`config.mk`:
```
export PLATFORM = sky130hd
export DESIGN_NAME = led_blink_sequencer_flat
export DESIGN_NICKNAME = d
export VERILOG_FILES = /design/src/rtl/led_blink_sequencer_if.sv /design/src/rtl/led_blink_sequencer.sv /design/src/flat_wrapper.sv
export SDC_FILE = /design/constraint.sdc
export NUM_CORES = 1
export LEC_CHECK = 0
export ABC_AREA = 1
export BUFFER_PORTS_ARGS = -buffer_cell sky130_fd_sc_hd__buf_2
export CELL_PAD_IN_SITES_DETAIL_PLACEMENT = 2
export CELL_PAD_IN_SITES_GLOBAL_PLACEMENT = 2
export CORE_MARGIN = 5
export CORE_UTILIZATION = 35
export CTS_CLUSTER_SIZE = 30
export DETAILED_ROUTE_END_ITERATION = 8
export PLACE_DENSITY_LB_ADDON = 0.3
export RECOVER_POWER = 25
export SETUP_SLACK_MARGIN = 0.4
export SYNTH_ARGS = -nofsm -noshare
export SYNTH_HDL_FRONTEND = slang
export SYNTH_SLANG_ARGS = --single-unit
```
`constraint.sdc`:
```
create_clock -name clk_in -period 2.7 [get_ports clk_in]
set_input_delay 0.27 -clock clk_in [delete_from_list [all_inputs] [get_ports clk_in]]
set_output_delay 0.27 -clock clk_in [all_outputs]
set_load 0.01 [all_outputs]
```
`src/rtl/led_blink_sequencer_if.sv`:
```
// rtl/led_blink_sequencer_if.sv - event/LED signal bundle between control logic and the blink sequencer
interface led_blink_sequencer_if #(
    parameter int PEND_W = 3
);
    logic              event_pulse;
    logic              clr_overflow;
    logic              led;
    logic              busy;
    logic [PEND_W-1:0] pending;
    logic              overflow;

    modport master (
        output event_pulse,
        output clr_overflow,
        input  led,
        input  busy,
        input  pending,
        input  overflow
    );

    modport slave (
        input  event_pulse,
        input  clr_overflow,
        output led,
        output busy,
        output pending,
        output overflow
    );
endinterface

```
`src/rtl/led_blink_sequencer.sv`:
```
// rtl/led_blink_sequencer.sv - turns single-cycle event pulses into queued, fixed-length LED blinks
module led_blink_sequencer #(
    parameter int ON_CYCLES  = 12500000,
    parameter int OFF_CYCLES = 12500000,
    parameter int PEND_W     = 3,
    parameter int CNT_W      = 26
) (
    input  logic                   clk_in,
    input  logic                   rst,
    led_blink_sequencer_if.slave   io
);
    typedef enum logic [1:0] {
        S_IDLE = 2'd0,
        S_ON   = 2'd1,
        S_GAP  = 2'd2
    } state_t;

    localparam logic [CNT_W-1:0]  ON_LAST   = CNT_W'(ON_CYCLES - 1);
    localparam logic [CNT_W-1:0]  OFF_LAST  = CNT_W'(OFF_CYCLES - 1);
    localparam logic [PEND_W-1:0] PEND_MAX  = '1;
    localparam logic [PEND_W-1:0] PEND_ZERO = '0;

    state_t            state_q, state_d;
    logic [CNT_W-1:0]  timer_q, timer_d;
    logic [PEND_W-1:0] pend_q, pend_d;
    logic              led_q, led_d;
    logic              busy_q, busy_d;
    logic              ovf_q, ovf_d;
    logic              drop;

    always_ff @(posedge clk_in) begin
        if (rst) begin
            state_q <= S_IDLE;
            timer_q <= '0;
            pend_q  <= '0;
            led_q   <= 1'b0;
            busy_q  <= 1'b0;
            ovf_q   <= 1'b0;
        end else begin
            state_q <= state_d;
            timer_q <= timer_d;
            pend_q  <= pend_d;
            led_q   <= led_d;
            busy_q  <= busy_d;
            ovf_q   <= ovf_d;
        end
    end

    always_comb begin
        state_d = state_q;
        timer_d = timer_q;
        pend_d  = pend_q;
        led_d   = led_q;
        drop    = 1'b0;
        case (state_q)
            S_IDLE: begin
                led_d = 1'b0;
                if (io.event_pulse) begin
                    state_d = S_ON;
                    timer_d = '0;
                    led_d   = 1'b1;
                end
            end
            S_ON: begin
                led_d = 1'b1;
                if (timer_q == ON_LAST) begin
                    state_d = S_GAP;
                    timer_d = '0;
                    led_d   = 1'b0;
                end else begin
                    timer_d = timer_q + 1'b1;
                end
                if (io.event_pulse) begin
                    if (pend_q == PEND_MAX) drop   = 1'b1;
                    else                    pend_d = pend_q + 1'b1;
                end
            end
            S_GAP: begin
                led_d = 1'b0;
                if (timer_q == OFF_LAST) begin
                    timer_d = '0;
                    // A new event here either offsets the dequeue or starts the next blink directly.
                    if (pend_q != PEND_ZERO) begin
                        state_d = S_ON;
                        led_d   = 1'b1;
                        if (!io.event_pulse) pend_d = pend_q - 1'b1;
                    end else if (io.event_pulse) begin
                        state_d = S_ON;
                        led_d   = 1'b1;
                    end else begin
                        state_d = S_IDLE;
                    end
                end else begin
                    timer_d = timer_q + 1'b1;
                    if (io.event_pulse) begin
                        if (pend_q == PEND_MAX) drop   = 1'b1;
                        else                    pend_d = pend_q + 1'b1;
                    end
                end
            end
            default: begin
                state_d = S_IDLE;
                timer_d = '0;
                led_d   = 1'b0;
            end
        endcase
        busy_d = (state_d != S_IDLE);
        // A drop on the same edge as a clear must leave the flag set.
        if (drop)                 ovf_d = 1'b1;
        else if (io.clr_overflow) ovf_d = 1'b0;
        else                      ovf_d = ovf_q;
    end

    assign io.led      = led_q;
    assign io.busy     = busy_q;
    assign io.pending  = pend_q;
    assign io.overflow = ovf_q;
endmodule
```
`src/flat_wrapper.sv`:
```
// flat-port wrapper written by rule: the top's interface ports become plain ports
module led_blink_sequencer_flat 
#(
    parameter int ON_CYCLES  = 12500000,
    parameter int OFF_CYCLES = 12500000,
    parameter int PEND_W     = 3,
    parameter int CNT_W      = 26
)
  (clk_in, rst, io_event_pulse, io_clr_overflow, io_led, io_busy, io_pending, io_overflow);
  led_blink_sequencer_if #(.PEND_W(PEND_W)) io_i ();
  input  logic clk_in;
  input  logic rst;
  input wire logic [$bits(io_i.event_pulse)-1:0] io_event_pulse;
  input wire logic [$bits(io_i.clr_overflow)-1:0] io_clr_overflow;
  output wire logic [$bits(io_i.led)-1:0] io_led;
  output wire logic [$bits(io_i.busy)-1:0] io_busy;
  output wire logic [$bits(io_i.pending)-1:0] io_pending;
  output wire logic [$bits(io_i.overflow)-1:0] io_overflow;
  assign io_i.event_pulse = io_event_pulse;
  assign io_i.clr_overflow = io_clr_overflow;
  assign io_led = io_i.led;
  assign io_busy = io_i.busy;
  assign io_pending = io_i.pending;
  assign io_overflow = io_i.overflow;
  led_blink_sequencer #(.ON_CYCLES(ON_CYCLES), .OFF_CYCLES(OFF_CYCLES), .PEND_W(PEND_W), .CNT_W(CNT_W)) u_core (.clk_in(clk_in), .rst(rst), .io(io_i));
endmodule
```
After elaboration in Yosys (flattened, before gate mapping)
Index checks and enable logic that the tools add are counted.
- register bits after elaboration: 34
- latch bits: 0
- memory bits (writable): 0
- memory bits (read-only): 0
- input port bits: 4
- output and inout port bits: 6
- word-level logic and storage cells: 49
- memories: 0
- add/sub/neg operators: 3
- multipliers: 0
- divide/modulo/power cells: 0
- order comparisons: 0
- equal/unequal tests: 7
- shift-type cells: 0
- mux-type cells: 26
- bitwise gates (word level): 0
- reduce and logical (&&, ||, !) cells: 7
- operators with widths (operator ; number):
    $mux 26 ; 2
    $pmux 26 s2 ; 1
    $add 26x1->26 const B ; 1
    $eq 26x24->1 const B ; 1
    $mux 3 ; 5
    $mux 1 ; 10
    $mux 2 ; 4
    $ne 3x3->1 const B ; 2
    $pmux 2 s3 ; 1
    $pmux 3 s2 ; 1
    $reduce_bool 2->1 ; 3
    $add 3x1->3 const B ; 1
    $eq 3x3->1 const B ; 1
    $pmux 1 s3 ; 1
    $reduce_and 3->1 ; 1
    $reduce_bool 3->1 ; 1
    $sub 3x1->3 const B ; 1
    $eq 2x1->1 const B ; 1
    $eq 2x2->1 const B ; 1
    $logic_not 2->1 ; 1
    $ne 2x2->1 const B ; 1
    $pmux 1 s2 ; 1
    $reduce_or 2->1 ; 1

Depth between registers and ports, before layout
Gate-level depths: netlist (run 1).
- depth in word-level cells: 6
- depth in mapped cells: 13
- depth with buffers taken out: 13

Worst setup path after synthesis (run 1)
OpenSTA, ideal clock, no wires.
- kind: register -> register
- start: reg u_core.state_q[0]
- end: reg u_core.timer_q[19]
- setup time: 0.117 ns
- arrival: 1.497 ns
- required time: 2.583 ns
- path slack: 1.086 ns
- cell stages (with the launch flop): 14
- buffers on the path: 0
- clock period less this slack: 1.614 ns
- path through: dfxtp_1 inv_1 ha_1 inv_1 nor2_4 inv_4 nand2_4 nor2_4 nand2_4 nor2_4 nand2_1 nor2_1 or2_1 nor2_1
- word-level cells in the longest chain between the ends: 3
- elaborated cells between the ends (all ways): 6
- those cells by class: eq/ne (3); mux (1); reduce/logical (2)
- ends and longest elaborated chain (what ; line ; text):
    from (decl) ; led_blink_sequencer.sv:23 ; state_t state_q, state_d;
    from (signal assigned) ; led_blink_sequencer.sv:40 ; state_q <= state_d;
    $eq 2x1->1 / $eq 2x2->1 (equally long branches) ; led_blink_sequencer.sv:55 ; case (state_q)
    $reduce_or 2->1 (no source line) ; n/a ;
    $pmux 26 s2 ; led_blink_sequencer.sv:55 ;
    to (signal assigned) ; led_blink_sequencer.sv:41 ; timer_q <= timer_d;
    to (decl) ; led_blink_sequencer.sv:24 ; logic [CNT_W-1:0] timer_q, timer_d;
Parallel ways exist; a longest one is shown, timed or not.
A chain may end at the register's enable or synchronous reset.

Worst setup path after layout (run 1)
- start: reg u_core.timer_q[1]
- end: reg u_core.timer_q[19]
- word-level cells in the longest chain between the ends: 3
- elaborated cells between the ends (all ways): 4
- those cells by class: add/sub (1); eq/ne (1); mux (2)
- ends and longest elaborated chain (what ; line):
    $add 26x1->26 / $eq 26x24->1 (equally long branches) ; n/a
    $mux 26 * ; led_blink_sequencer.sv:66, led_blink_sequencer.sv:80
    $pmux 26 s2 * ; led_blink_sequencer.sv:55
Every way passes the cells marked *; elsewhere a longest branch is shown, timed or not.

==> results of run 1 <==
## cell families after synthesis
family / after synthesis / share of synthesized area
flops: 34 / 0.313
fa+ha+maj: 8 / 0.0461
buf+inv: 43 / 0.0835
simple gates: 191 / 0.451
compound gates: 33 / 0.0818
xor+xnor: 6 / 0.0242
## per-layer routing
layer	global-route usage	vias to the layer above
met3	0.0307	7
li1	-	1047
met5	0	-
met4	0.0495	0
met1	0.262	1021
met2	0.324	18
## sequential cells by signal (all words and copies together) (netlist names)
signal and cells:
u_core.state_q 2, u_core.io.busy 1, u_core.io.overflow 1, u_core.io.pending 3, u_core.io.led 1, u_core.timer_q 26
## cell usage in the layout, fill, tap and decap left out
master and count:
o21bai_1 2, nor2_1 48, inv_1 36, nand2_1 72, nand4_1 13, inv_2 2
xor2_1 6, nor3b_1 4, nor3_2 6, clkbuf_8 8, buf_4 1, a22oi_1 1
nor3b_2 2, dfxtp_1 34, nand3_1 17, nand2_2 3, a21o_1 1, nor2_4 4
nand2_8 1, nor3_1 7, a21oi_1 15, nand2_4 4, inv_4 1, a31oi_1 2
buf_2 3, nor2_2 7, clkinv_1 1, clkbuf_1 6, nor4_1 1, o21ai_0 10
nand3_2 1, ha_1 8, o21ai_1 2, or2_1 1
## how the worst max path moves through the flow
stage	from	endpoint	slack [ns]	depth (start not counted)
6_report	u_core.timer_q[1]$_SDFFE_PP0P_	u_core.timer_q[19]$_SDFFE_PP0P_	0.48	11
5_1_grt	u_core.timer_q[1]$_SDFFE_PP0P_	u_core.timer_q[19]$_SDFFE_PP0P_	0.29	11
4_1_cts	u_core.state_q[1]$_SDFF_PP0_	u_core.timer_q[15]$_SDFFE_PP0P_	0.66	11
3_5_place_dp	u_core.state_q[0]$_SDFF_PP0_	u_core.timer_q[19]$_SDFFE_PP0P_	0.69	13
3_3_place_gp	u_core.state_q[0]$_SDFF_PP0_	u_core.timer_q[11]$_SDFFE_PP0P_	0.75	9
2_1_floorplan	u_core.state_q[0]$_SDFF_PP0_	u_core.timer_q[19]$_SDFFE_PP0P_	1.09	13
## power breakdown
| part | switching (mW) | internal, mW |
|---|---|---|
| clock | 0.202 | 0.258 |
| combinational | 0.0885 | 0.0353 |
| sequential | 0.00528 | 0.510 |
## layout make-up
cell class                 count  area [um^2]
sequential                    34          681
clock buffer                   8          110
inverter                      40          153
multi-input combinational    238         1290
fill                         729         3620
tap                           75         93.8
timing repair buffer          10         45.0
## worst min-delay path, stage by stage
cell and delay [ns]:
buf_2 0.07, inv_1 0.03, nand2_1 0.04, a21oi_1 0.06
==> impl_metrics.tcl, run 1 <==
set metrics [dict create \
    postSynthCellCount 315 \
    worstPathRequired_ns 2.89 \
    top_layer_used "met4" \
    avgSynthCellArea_um2 6.90 \
    rows 28 \
    worst_pin_slew_ns 0.405 \
    worstHoldPathType "in -> reg" \
    cts_sinks 34 \
    grt_overflow 0 \
    route.met3.wl_um 161 \
    r2r-start "u_core.timer_q[1]$_SDFFE_PP0P_" \
    critical-path-slowest-cell "dfxtp_1" \
    synth.most_common_cell "nand2_1" \
    syn-cell-area_um2 2170 \
    wl_per_cell_um 17.2 \
    clock.fmax_ghz 0.450 \
    worstHoldStart "io_clr_overflow" \
    status "finished, final reports clean" \
    drive_above_1_share 0.130 \
    maxSlewViolCount 0 \
    dp.cells 397 \
    r2r_cells 11 \
    drt_first_pass_iters 4 \
    final.min_clock_period_ns 2.22 \
    grt_usage 0.195 \
    p_total_mw 1.10 \
    insertion_delay_ns 0.29 \
    cp-start-kind "flip-flop" \
    worstPathArrival_ns 2.41 \
    hold_end "u_core.io.overflow$_SDFFE_PP0P_" \
    crit_chain "ha_1, nand2_1, nor2_1, nand2_2, nor2_1, nand2_4, nand2_1, nand2_4, nand2_8, or2_1, nor2_1" \
    synth_nets 327 \
    cp_max_fo 18 \
    yosysSeqAreaShare 0.313 \
    yosysWarnings 0 \
    antenna_found_initial 0 \
    synth-main-ff-cell "dfxtp_1" \
    drc 0 \
    clockBufferDepth 2 \
    p_leak_nw 0.907 \
    finalHoldViolCount 0 \
    postLayoutCellArea_um2 2370 \
    ys_seq_elements 34 \
    critPathBufInv 0 \
    stdcell_count 405 \
    ir_drop_mv 0.338 \
    reg2reg_to "u_core.timer_q[19]$_SDFFE_PP0P_" \
    cts_root_buffer "clkbuf_8" \
    drv_cap 0 \
    num-nets-final 341 \
    grt_pass1_vias 2327 \
    die_height_um 88.8 \
    area_growth_pct 9.33 \
    crit_family "simple AND/OR/NAND/NOR gates" \
    io_buffers 9 \
    place_ws_ns 0.692 \
    synth.area.top_cells "dfxtp_1 (31%), nand2_1 (12%), nor2_1 (7.9%)" \
    dr_wl_met2_um 3310 \
    holdWs_ns 0.224 \
    cts.clk_slew.worst_paths_ns 0.07 \
    skew_ns 0.00347 \
    powerDensity_nw_per_um2 463 \
    antenna_cells 0 \
    synth_top_area_frac 0.313 \
    dr_total_vias 2093 \
    max_stage_delay_ns 0.36 \
    synth_commonest_cells "nand2_1 (71), nor2_1 (46), inv_1 (36), dfxtp_1 (34), nand3_1 (17)" \
    place_area_um2 2290 \
    finalWorstSetupSlack_ns 0.478 \
    die_w_um 88.8 \
    ant_nets 0 \
    synth_cell_types 33 \
    reg2reg_setup_slack_ns 0.48 \
    holdBufCountCts 0 \
    synth_top_area_cell "dfxtp_1" \
    die-area_um2 7880 \
    grt_max_degree 19 \
    core_area_um2 5990 \
    holdPathStages 4 \
    critPathKind "reg -> reg" \
    io_pins 10 \
    cts_tree "yes" \
    globalplace.congestion 0.815 \
    crit_top_cell "nor2_1" \
    grt_pass1_wl_um 11700 \
    rsz0062_at_grt "false" \
    tns_ns 0 \
    cts_inserted_buffers 5 \
    postCtsSetupBuffers 0 \
    dpl.hpwl_um 5380 \
    routed_wl_um 6960 \
    maxSlewHeadroom 0.729 \
    wl_met1_um 3420 \
    drtIter0Drc 51 \
    fin_util 0.396 \
    synth_edf_count 0 \
    end_kind "flip-flop" \
    synthArstFlopShare 0 \
    setup_viol 0 \
    fin_crit_sh 0.823 \
    cts_max_level 2 \
    drt-vias-per-instance 5.17 \
    cts-resized-gates 0 \
    start_util 0.363 \
]
Power figures use the tool's default switching activity.
==> inputs of run 2 (changes only) <==
==> constraint.sdc (replaced) <==
create_clock -name clk_in -period 2.32 [get_ports clk_in]
set_input_delay 0.232 -clock clk_in [delete_from_list [all_inputs] [get_ports clk_in]]
set_output_delay 0.232 -clock clk_in [all_outputs]
set_load 0.01 [all_outputs]
==> impl_metrics.tcl, run 2 (synthesis gave the netlist of run 1 again) <==
set metrics [dict create \
    setup_viol 0 \
    reg2reg_setup_slack_ns 0.50 \
    rsz0062_at_grt "true" \
    fin_util 0.403 \
    final.min_clock_period_ns 1.82 \
    cts_sinks 34 \
    worstHoldPathType "in -> reg" \
    holdPathStages 4 \
    cts.clk_slew.worst_paths_ns 0.07 \
    ant_nets 0 \
    status "finished, final reports clean" \
    rows 28 \
    num-nets-final 344 \
    final_common_cell "nand2_1" \
    drc 0 \
    worst_pin_slew_ns 0.322 \
    r2r-start "u_core.state_q[1]$_SDFF_PP0_" \
    drtIter0Drc 64 \
    finalHoldViolCount 0 \
    ir_drop_mv 0.217 \
    cp_max_fo 9 \
    multi_input_area_um2 1340 \
    seq_area_um2 683 \
    fin_crit_sh 0.785 \
    worstHoldStart "io_clr_overflow" \
    p_leak_nw 0.930 \
    grt_max_degree 19 \
    routed_wl_um 6910 \
    start_util 0.363 \
    clock.fmax_ghz 0.549 \
    cts_inserted_buffers 5 \
    critPathKind "reg -> reg" \
    worstPathArrival_ns 2.00 \
    end_kind "flip-flop" \
    cts_max_level 2 \
    grt_pass1_vias 2354 \
    cts_root_buffer "clkbuf_8" \
    reg2reg_to "u_core.timer_q[4]$_SDFFE_PP0P_" \
    cts_tree "yes" \
    drt-vias-per-instance 5.09 \
    maxSlewHeadroom 0.784 \
    tns_ns 0 \
    drt_first_pass_iters 4 \
    drv_cap 0 \
    die_w_um 88.8 \
    clockBufferDepth 2 \
    die_height_um 88.8 \
    drive_above_1_share 0.166 \
    fill_cells 728 \
    cp-start-kind "flip-flop" \
    dpl.hpwl_um 5410 \
    core_area_um2 5990 \
    insertion_delay_ns 0.29 \
    top_register "u_core.timer_q" \
    postLayoutCellArea_um2 2410 \
    place_area_um2 2300 \
    io_buffers 9 \
    largest_reg_flops 26 \
    dr_total_vias 2071 \
    hold_end "u_core.io.overflow$_SDFFE_PP0P_" \
    skew_ns 0.00303 \
    r2r_cells 9 \
    area_growth_pct 11.2 \
    die-area_um2 7880 \
    antenna_cells 0 \
    final_cell_mix "nand2_1 (70), nor2_1 (43), inv_1 (33), dfxtp_1 (32), nand3_1 (17)" \
    io_pins 10 \
    wl_per_cell_um 17.0 \
    holdBufCountCts 0 \
    worstPathRequired_ns 2.50 \
    antenna_found_initial 0 \
    maxSlewViolCount 0 \
    grt_overflow 0 \
    grt_pass1_wl_um 11700 \
    grt_usage 0.194 \
    globalplace.congestion 0.828 \
    powerDensity_nw_per_um2 489 \
]
==> run 2: timing repair <==
| action | CTS | global route |
|---|---|---|
| cloned | 0 | 0 |
| buffers inserted | 2 | 0 |
| setup endpoints to repair | 5 | 12 |
| pin swaps | 0 | 1 |
| gates resized for setup | 3 | 12 |
==> run 2: cell type report <==
| cell class | instances | share of cell area |
|---|---|---|
| tap | 75 | 0.0389 |
| clock buffer | 7 | 0.0316 |
| sequential | 34 | 0.283 |
| multi-input combinational | 238 | 0.556 |
| timing repair buffer | 13 | 0.0264 |
| inverter | 40 | 0.0642 |
==> run 2: critical path, stage by stage, from the launching register on <==
cell and delay (ns):
dfxtp_2 0.34, inv_1 0.12, ha_1 0.21, inv_2 0.07
nor2_4 0.25, inv_6 0.08, clkbuf_1 0.20, nand2_1 0.15
xor2_1 0.22, nor2_2 0.07
==> run 2: stage by stage <==
stage / hold slack, ns / instances / power [mW] / worst slack, ns
5_1_grt: 0.211 / 407 / 1.25 / 0.367
6_report: 0.189 / 407 / 1.18 / 0.500
2_1_floorplan: 0.301 / 315 / 0.723 / 0.706
3_3_place_gp: 0.456 / 398 / 0.759 / 0.335
3_5_place_dp: 0.460 / 398 / 0.765 / 0.263
4_1_cts: 0.183 / 407 / 1.20 / 0.419
==> run 2: per-layer routing <==
metal  global-route usage  wire length (um)  vias up
met2                0.328              3220       15
met5                    0                 0        -
li1                     -                 -     1052
met1                0.254              3460      996
met3               0.0354               133        8
met4               0.0467               103        0
==> run 2: worst max path at each step <==
stage / start / slack (ns) / cells past startpoint / end
floorplan: u_core.state_q[0]$_SDFF_PP0_ / 0.71 / 13 / u_core.timer_q[19]$_SDFFE_PP0P_
global placement: u_core.state_q[0]$_SDFF_PP0_ / 0.33 / 9 / u_core.timer_q[11]$_SDFFE_PP0P_
detailed placement: u_core.state_q[0]$_SDFF_PP0_ / 0.26 / 9 / u_core.timer_q[11]$_SDFFE_PP0P_
CTS: u_core.state_q[1]$_SDFF_PP0_ / 0.42 / 12 / u_core.timer_q[23]$_SDFFE_PP0P_
global route: u_core.state_q[1]$_SDFF_PP0_ / 0.37 / 13 / u_core.timer_q[19]$_SDFFE_PP0P_
finish: u_core.state_q[1]$_SDFF_PP0_ / 0.50 / 9 / u_core.timer_q[4]$_SDFFE_PP0P_
==> run 2: report_power, final <==
part	total (mW)	switching, mW	internal, mW
logic	0.154	0.107	0.0472
registers	0.601	0.00628	0.595
clock network	0.425	0.218	0.207
